**src/rtl/ram_pkg.sv**
```systemverilog
// Shared definitions for the RAM BIST controller.
//   DW_DEF / AW_DEF : default RAM data / address widths
//   state_t         : controller state encoding
//   pattern()       : fill / expected word for an address, seed + address
package ram_pkg;
  localparam int DW_DEF = 8;
  localparam int AW_DEF = 3;
  // pattern() works at a fixed width; callers cast back down to DW, which
  // gives the mod 2^DW wrap. Supports DW up to 32.
  localparam int PAT_W  = 32;

  typedef enum logic [2:0] {
    S_IDLE  = 3'd0,
    S_CLEAR = 3'd1,
    S_VZERO = 3'd2,
    S_FILL  = 3'd3,
    S_VPAT  = 3'd4,
    S_DONE  = 3'd5
  } state_t;

  function automatic logic [PAT_W-1:0] pattern(input logic [PAT_W-1:0] seed,
                                               input logic [PAT_W-1:0] add);
    return seed + add;
  endfunction
endpackage

```
**src/rtl/ram_bist_ctrl_if.sv**
```systemverilog
// RAM write/read port between the BIST controller (master) and the RAM (slave).
//   mem_reset, mem_write_en, mem_add, mem_write_data : master -> RAM
//   mem_read_data                                    : RAM -> master
interface ram_bist_ctrl_if #(
  parameter int DW = 8,
  parameter int AW = 3
);
  logic          mem_reset;
  logic          mem_write_en;
  logic [AW-1:0] mem_add;
  logic [DW-1:0] mem_write_data;
  logic [DW-1:0] mem_read_data;

  modport master (
    output mem_reset, mem_write_en, mem_add, mem_write_data,
    input  mem_read_data
  );
  modport slave (
    input  mem_reset, mem_write_en, mem_add, mem_write_data,
    output mem_read_data
  );
endinterface

```
**src/rtl/ram_rd_align.sv**
```systemverilog
// Delay line that lines up the issued {valid, address, expected} with the
// RAM read data that returns LAT cycles later.
//   clk, reset : clock, async active-high reset (clears the line)
//   d          : payload aligned with the driven address
//   q          : payload aligned with the returning read data
module ram_rd_align #(
  parameter int W   = 1,
  parameter int LAT = 1
) (
  input  logic         clk,
  input  logic         reset,
  input  logic [W-1:0] d,
  output logic [W-1:0] q
);
  generate
    if (LAT == 0) begin : g_wire
      // Combinational RAM: compare in the same cycle the address is driven.
      logic unused_clk_rst;
      assign unused_clk_rst = clk ^ reset;
      assign q = d;
    end else begin : g_pipe
      logic [LAT-1:0][W-1:0] sr;
      always_ff @(posedge clk or posedge reset) begin
        if (reset) begin
          sr <= '0;
        end else begin
          sr[0] <= d;
          for (int i = 1; i < LAT; i++) sr[i] <= sr[i-1];
        end
      end
      assign q = sr[LAT-1];
    end
  endgenerate
endmodule

```
**src/rtl/ram_bist_ctrl.sv**
```systemverilog
// RAM built-in self-test controller. On start: optional clear + verify-zero,
// then fill every word with seed + address, then read back and compare.
//   clk, reset        : clock, async active-high reset
//   start             : run request (IDLE only); clear_first, seed sampled with it
//   mem               : RAM port (master side), all outputs registered
//   busy, done        : run in progress / one-cycle end pulse
//   pass              : no mismatches in the finished run, held until next start
//   err_count         : saturating mismatch count over both verify passes
//   first_err_add     : address of the first mismatch
module ram_bist_ctrl
  import ram_pkg::*;
#(
  parameter int DW     = DW_DEF,
  parameter int AW     = AW_DEF,
  parameter int RD_LAT = 1
) (
  input  logic          clk,
  input  logic          reset,
  input  logic          start,
  input  logic          clear_first,
  input  logic [DW-1:0] seed,
  ram_bist_ctrl_if.master mem,
  output logic          busy,
  output logic          done,
  output logic          pass,
  output logic [AW+1:0] err_count,
  output logic [AW-1:0] first_err_add
);
  localparam int N  = 1 << AW;
  // Wide enough to count N + RD_LAT verify cycles.
  localparam int CW = AW + 2;

  state_t        state;
  logic [DW-1:0] seed_q;
  logic [CW-1:0] cnt;
  logic          iss_vld;
  logic [DW-1:0] iss_exp;

  logic          d_vld;
  logic [AW-1:0] d_add;
  logic [DW-1:0] d_exp;
  logic          miss;
  logic [AW+1:0] err_next;
  logic [AW-1:0] nxt_add;
  logic [DW-1:0] pat_nxt;
  logic          last_cmp;

  // Payload travels alongside the registered address so it meets its data.
  ram_rd_align #(.W(1 + AW + DW), .LAT(RD_LAT)) u_align (
    .clk   (clk),
    .reset (reset),
    .d     ({iss_vld, mem.mem_add, iss_exp}),
    .q     ({d_vld, d_add, d_exp})
  );

  assign miss     = d_vld && (mem.mem_read_data != d_exp);
  assign err_next = (miss && (err_count != '1)) ? err_count + 1'b1 : err_count;
  assign nxt_add  = mem.mem_add + 1'b1;
  assign pat_nxt  = DW'(pattern(PAT_W'(seed_q), PAT_W'(nxt_add)));
  assign last_cmp = (cnt == CW'(N - 1 + RD_LAT));

  always_ff @(posedge clk or posedge reset) begin
    if (reset) begin
      state              <= S_IDLE;
      seed_q             <= '0;
      cnt                <= '0;
      iss_vld            <= 1'b0;
      iss_exp            <= '0;
      mem.mem_reset      <= 1'b0;
      mem.mem_write_en   <= 1'b0;
      mem.mem_add        <= '0;
      mem.mem_write_data <= '0;
      busy               <= 1'b0;
      done               <= 1'b0;
      pass               <= 1'b0;
      err_count          <= '0;
      first_err_add      <= '0;
    end else begin
      done <= 1'b0;
      if (miss) begin
        err_count <= err_next;
        if (err_count == '0) first_err_add <= d_add;
      end

      case (state)
        S_IDLE: if (start) begin
          seed_q        <= seed;
          err_count     <= '0;
          first_err_add <= '0;
          pass          <= 1'b0;
          busy          <= 1'b1;
          cnt           <= '0;
          mem.mem_add   <= '0;
          if (clear_first) begin
            state         <= S_CLEAR;
            mem.mem_reset <= 1'b1;
          end else begin
            // Address 0 write is presented in the first FILL cycle.
            state              <= S_FILL;
            mem.mem_write_en   <= 1'b1;
            mem.mem_write_data <= seed;
          end
        end

        S_CLEAR: begin
          mem.mem_reset <= 1'b0;
          state         <= S_VZERO;
          iss_vld       <= 1'b1;
          iss_exp       <= '0;
          mem.mem_add   <= '0;
          cnt           <= '0;
        end

        S_VZERO, S_VPAT: begin
          cnt <= cnt + 1'b1;
          if (cnt < CW'(N - 1)) begin
            mem.mem_add <= nxt_add;
            iss_exp     <= (state == S_VZERO) ? '0 : pat_nxt;
          end else begin
            // Addresses exhausted; keep draining the delay line.
            iss_vld     <= 1'b0;
            iss_exp     <= '0;
            mem.mem_add <= '0;
          end
          if (last_cmp) begin
            cnt <= '0;
            if (state == S_VZERO) begin
              state              <= S_FILL;
              mem.mem_write_en   <= 1'b1;
              mem.mem_write_data <= seed_q;
            end else begin
              state <= S_DONE;
              busy  <= 1'b0;
              done  <= 1'b1;
              // err_next includes the compare happening on this edge.
              pass  <= (err_next == '0);
            end
          end
        end

        S_FILL: begin
          if (cnt == CW'(N - 1)) begin
            state              <= S_VPAT;
            cnt                <= '0;
            mem.mem_write_en   <= 1'b0;
            mem.mem_write_data <= '0;
            mem.mem_add        <= '0;
            iss_vld            <= 1'b1;
            iss_exp            <= seed_q;
          end else begin
            cnt                <= cnt + 1'b1;
            mem.mem_add        <= nxt_add;
            mem.mem_write_data <= pat_nxt;
          end
        end

        S_DONE:  state <= S_IDLE;
        default: state <= S_IDLE;
      endcase
    end
  end
endmodule

```
**src/flat_wrapper.sv**
```systemverilog
// flat-port wrapper written by rule: the top's interface ports become plain ports
module ram_bist_ctrl_flat import ram_pkg::*;
#(
  parameter int DW     = DW_DEF,
  parameter int AW     = AW_DEF,
  parameter int RD_LAT = 1
)
  (clk, reset, start, clear_first, seed, busy, done, pass, err_count, first_err_add, mem_mem_reset, mem_mem_write_en, mem_mem_add, mem_mem_write_data, mem_mem_read_data);
  ram_bist_ctrl_if #(.DW(DW), .AW(AW)) mem_i ();
  input  logic clk;
  input  logic reset;
  input  logic start;
  input  logic clear_first;
  input  logic [DW-1:0] seed;
  output logic busy;
  output logic done;
  output logic pass;
  output logic [AW+1:0] err_count;
  output logic [AW-1:0] first_err_add;
  output wire logic [$bits(mem_i.mem_reset)-1:0] mem_mem_reset;
  output wire logic [$bits(mem_i.mem_write_en)-1:0] mem_mem_write_en;
  output wire logic [$bits(mem_i.mem_add)-1:0] mem_mem_add;
  output wire logic [$bits(mem_i.mem_write_data)-1:0] mem_mem_write_data;
  input wire logic [$bits(mem_i.mem_read_data)-1:0] mem_mem_read_data;
  assign mem_mem_reset = mem_i.mem_reset;
  assign mem_mem_write_en = mem_i.mem_write_en;
  assign mem_mem_add = mem_i.mem_add;
  assign mem_mem_write_data = mem_i.mem_write_data;
  assign mem_i.mem_read_data = mem_mem_read_data;
  ram_bist_ctrl #(.DW(DW), .AW(AW), .RD_LAT(RD_LAT)) u_core (.clk(clk), .reset(reset), .start(start), .clear_first(clear_first), .seed(seed), .mem(mem_i), .busy(busy), .done(done), .pass(pass), .err_count(err_count), .first_err_add(first_err_add));
endmodule
```
**config.mk**
```make
export PLATFORM = sky130hd
export DESIGN_NAME = ram_bist_ctrl_flat
export DESIGN_NICKNAME = d
export VERILOG_FILES = /design/src/rtl/ram_pkg.sv /design/src/rtl/ram_bist_ctrl_if.sv /design/src/rtl/ram_rd_align.sv /design/src/rtl/ram_bist_ctrl.sv /design/src/flat_wrapper.sv
export SDC_FILE = /design/constraint.sdc
export NUM_CORES = 1
export LEC_CHECK = 0
export CAP_MARGIN = 5
export CORE_UTILIZATION = 38
export CTS_CLUSTER_SIZE = 16
export DETAILED_ROUTE_END_ITERATION = 10
export PLACE_DENSITY_LB_ADDON = 0.15
export SLEW_MARGIN = 10
export SYNTH_ARGS = -nofsm -noshare
export SYNTH_HDL_FRONTEND = slang
export SYNTH_SLANG_ARGS = --single-unit
```
**constraint.sdc**
```tcl
create_clock -name clk -period 2.45 [get_ports clk]
set_clock_uncertainty 0.2 [all_clocks]
set_input_delay 0.49 -clock clk [delete_from_list [all_inputs] [get_ports clk]]
set_output_delay 0.49 -clock clk [all_outputs]
set_load 0.1 [all_outputs]
```
# Word level (Yosys, flattened, before mapping)
# Index checks and enable logic that the tools add are counted.
# W data, S select, Z words.
# classes
n_reduce_logical	20
n_lt_le_gt_ge	1
n_eq_ne	16
add_sub_neg	4
mux	55
# ops
operator	n
$mux W8	8
$pmux W8 S3	2
$mux W5	7
$mux W3	11
$pmux W3 S4	2
$pmux W5 S4	1
$mux W1	18
$add A5 B1 Y5 const B	2
$logic_not A5 Y1	2
$ne A2 B2 Y1 const B	5
$reduce_and A3 Y1	3
$add A8 B3 Y8	1
$ne A8 B8 Y1	1
$eq A3 B2 Y1 const B	2
$ne A2 B1 Y1 const B	3
$pmux W1 S2	3
$pmux W1 S3	2
$reduce_and A2 Y1	3
$reduce_and A6 Y1	1
$reduce_bool A3 Y1	2
$eq A5 B3 Y1 const B	1
$eq A5 B4 Y1 const B	1
$lt A5 B3 Y1 const B	1
$ne A5 B5 Y1 const B	1
other kinds (11)	13
# word_totals
out_inout_bits	24
regBits	61
wordCells	111
inputBits	20

# Depth between registers and ports, before layout
# depth
depth_word	8
mapped_depth	9
depth_no_buf	9

# Modules after synthesis
# A second synthesis with hierarchy kept.
# hier_totals
hier_cells	313
hier_area_um2	3199.3
# by_module_without_submodules
mod	cells_each	seq_area_each_um2	area_per_inst_um2	n_inst
ram_bist_ctrl	300	1226.2	2895.3	1
ram_rd_align	13	300.3	304.0	1

# Least setup slack after synthesis
# No wires, ideal clock.
# synth_timing
path_kind	reg2reg
from	register u_core.mem.mem_add[0]
to	register u_core.mem.mem_write_data[6]
arrival_time_ns	2.492
setup_slack_ns	-0.371
t_required_ns	2.121
period_less_slack_ns	2.821
path_stages_with_launch	9
n_path_buf	0
setup_ns	0.129
path_cell_list	dfrtp_1 -> ha_1 -> xor2_1 -> ha_1 -> nor2b_1 -> o2111a_1 -> o21ai_0 -> a221oi_1 -> a21oi_1
# synth_between
elab_chain_cells	4
# synth_lines
element	line	source
from (decl)	ram_bist_ctrl_if.sv:15	output mem_reset, mem_write_en, mem_add, mem_write_data,
from (signal assigned)	ram_bist_ctrl.sv:117	mem.mem_add <= nxt_add;
from (signal assigned)	ram_bist_ctrl.sv:152	mem.mem_add <= nxt_add;
$add A3 B1 Y3	ram_bist_ctrl.sv:58	assign nxt_add = mem.mem_add + 1'b1;
$add A8 B3 Y8	ram_pkg.sv:23	return seed + add;
$mux W8	ram_bist_ctrl.sv:142	if (cnt == CW'(N - 1)) begin
$pmux W8 S3	ram_bist_ctrl.sv:85	case (state)
to (signal assigned)	ram_bist_ctrl.sv:130	mem.mem_write_data <= seed_q;
to (signal assigned)	ram_bist_ctrl.sv:153	mem.mem_write_data <= pat_nxt;
to (decl)	ram_bist_ctrl_if.sv:15	
# No other way between the ends.
# A chain may end at the register's enable or synchronous reset.

# Worst setup path in the final report
# layout_timing
from	register u_core.mem.mem_add[0]
to	register u_core.mem.mem_write_data[5]
# The elaborated chain is that of the path after synthesis.

==> metrics.txt <==
Final Hold Viols 0; GRT overflow 0; XOR/XNOR Fraction of Synth Area 3.79%; ys flop type dfrtp_1; CP max stage cell dfrtp_2; Worst-Margin Slew between 500 and 600 ps; post-synthesis mux area share under 10%; Crit path required time 2460 ps; critical path arrival 2290 ps; Pins Over Slew Limit 0; number of buffers added on ports 43; RD Place Congestion 0.860; worst-path fanout max 5; kind of end point of the critical path flip-flop; crit path kind flip-flop to flip-flop; area of the mapped netlist 3230 um2; RSZ-0062 raised after global routing no; number of I/O pins 44; via count 2514; Final ANT Viol Nets 0; crit-path leading delay family adder cells; Slew HR around three fifths; cell taking the most area after synthesis dfrtp_1; vias in the first global route around 2400; Area growth, synth to finish 23.1%; Post-synth ARST share 100%; Resized cells post-CTS 0; CTS Hold Bufs 0; register area share after synthesis 47.2%; outcome complete, no violations; Core ar. 8220 um2; WL/cell 15.7 um; first drt pass iteration count 4; Synth Net Count roughly 340; Worst setup SP type flip-flop; Crit path buffers/inverters 0; fin crit share between 90% and 100%; Reg clk slew, reported paths 70 ps; Cell Area, Placed 3750 um2; GRT met1 Usage 26.4%; Final min period ~2300 ps; Die Ht ~94 um; Synth top area share 47.2%; Post-Synth Simple-Gate Area between 10 and 15%; commonest non-fill, non-tap cell in the layout dfrtp_1; Max Root-Sink Buffers 2; largest net degree at the start of global routing 38; Final TNS setup 0 ps; max cap viols 0; Syn Inst Count ~310; final setup fails 0; number of H-tree levels 3; die width 94.2 um; Adder-Cell Fraction of Synth Area 4.10%; global-route met3 utilization 4.21%; DP HPWL 5360 um; Post-synth EDFFs 0; vias per inst 5.28; Die ar. approximately 9000 um2; CTS Sinks between 60 and 70; synth unique cells 61; area fraction in compound gates after synthesis 20.6%; Yosys Warn Count 0; M2 GR Usage 26.9%; root buffer cell clkbuf_8; Critical Path Max Stage Delay 440 ps; Residual DRC 0; routed wire length 7450 um; Peak Freq 440 MHz; CTS buffer count 9; syn avg cell area between 10 and 15 um2; nets@finish a little under 400; final instance area 3980 um2; clk_lat worst skew 340 ps; GRT Resource Usage Total 18.6%; min-delay src u_core.iss_exp[6]; Top Usage Layer GRT met2; ranking of synthesized cells by area dfrtp_1, ha_1, nor2_1; Starting Density 39.3%; Antenna diodes 0; num rows 33; share of cells above drive strength 1 20.2%; largest family of logic cells by synthesized area compound AO/OA/AOI/OAI gates; DR iter-0 viols 169; layout filler cell count 773; most frequent cells in the layout dfrtp_1, buf_4, nor2_1; antenna violations before repair 0; CP Launch Point u_core.mem.mem_add[0]; Yosys reg bits 61; first-pass GRT wire length approximately 12000 um; CTS tree done; most frequent CP cell xor2_1; worst path cell trace ha_4 -> xor2_1 -> ha_1 -> o211ai_1 -> nor2_1 -> xor2_1 -> a222oi_1 -> a21oi_1; Post-CTS Setup Repair Bufs 0; Worst R2R Start u_core.mem.mem_add[0]; Tightest Hold Check Type flip-flop to flip-flop
==> routing by layer <==
metal	vias up	part of all wire [%]
met5	-	0
met2	52	44
met3	13	4.1
met1	1200	50
li1	1249	-
met4	0	2.2
==> cells by family (layout without fill, tap and decap cells) <==
group	after synthesis	in the layout
buf+inv	28	85
xor+xnor	14	14
flops	61	61
compound gates	93	93
fa+ha+maj	10	10
mux	17	17
simple gates	91	91
==> cell type report <==
class | count | area (um2) | share of cell area, %
Clock buffer | 12 | 155 | 3.90
Inverter | 15 | 56.3 | 1.42
Timing Repair Buffer | 54 | 453 | 11.4
Sequential cell | 61 | 1530 | 38.5
Tap cell | 105 | 131 | 3.30
Clock inverter | 4 | 70.1 | 1.76
Multi-Input combinational cell | 225 | 1580 | 39.7
==> cell usage after synthesis, types with 7 or more instances <==
cell type / count
o21ai_0: 13
nand2_1: 20
nor2_1: 30
mux2_1: 7
inv_1: 15
mux2i_1: 9
ha_1: 9
a21oi_1: 20
dfrtp_1: 61
xnor2_1: 10
==> final timing paths <==
kind	endpoint	slack, ps	cells past startpoint
setup / recovery	u_core.mem.mem_write_data[5]	180	8
hold / removal	u_core.u_align.q[6]	170	0
setup reg to reg	u_core.mem.mem_write_data[5]	180	8
hold reg to reg	u_core.u_align.q[6]	170	0
max in group asynchronous	u_core.mem.mem_add[0]	1290	3
min in group asynchronous	u_core.err_count[3]	310	3
==> stage by stage <==
step | util [%] | hold slack (ps) | cells | setup WS, ps
global route | 48.4 | 186 | 476 | 13.1
detailed placement | 45.7 | 170 | 460 | 18.2
global placement | 45.7 | 171 | 460 | 53.2
floorplan | - | 154 | 314 | 20.0
CTS | 48.4 | 177 | 476 | 176
finish | 48.4 | 174 | 476 | 179
==> registers in the layout (all words and copies together), names as in the netlist <==
name / cells
u_core.busy: 1
u_core.cnt: 5
u_core.done: 1
u_core.err_count: 5
u_core.first_err_add: 3
u_core.iss_exp: 8
u_core.iss_vld: 1
u_core.mem.mem_add: 3
u_core.mem.mem_reset: 1
u_core.mem.mem_write_data: 8
u_core.mem.mem_write_en: 1
u_core.pass: 1
u_core.seed_q: 8
u_core.state: 3
u_core.u_align.q: 12
Power is not shown: default switching activity piles up to over one toggle a cycle in this logic, so the estimate is an artifact.
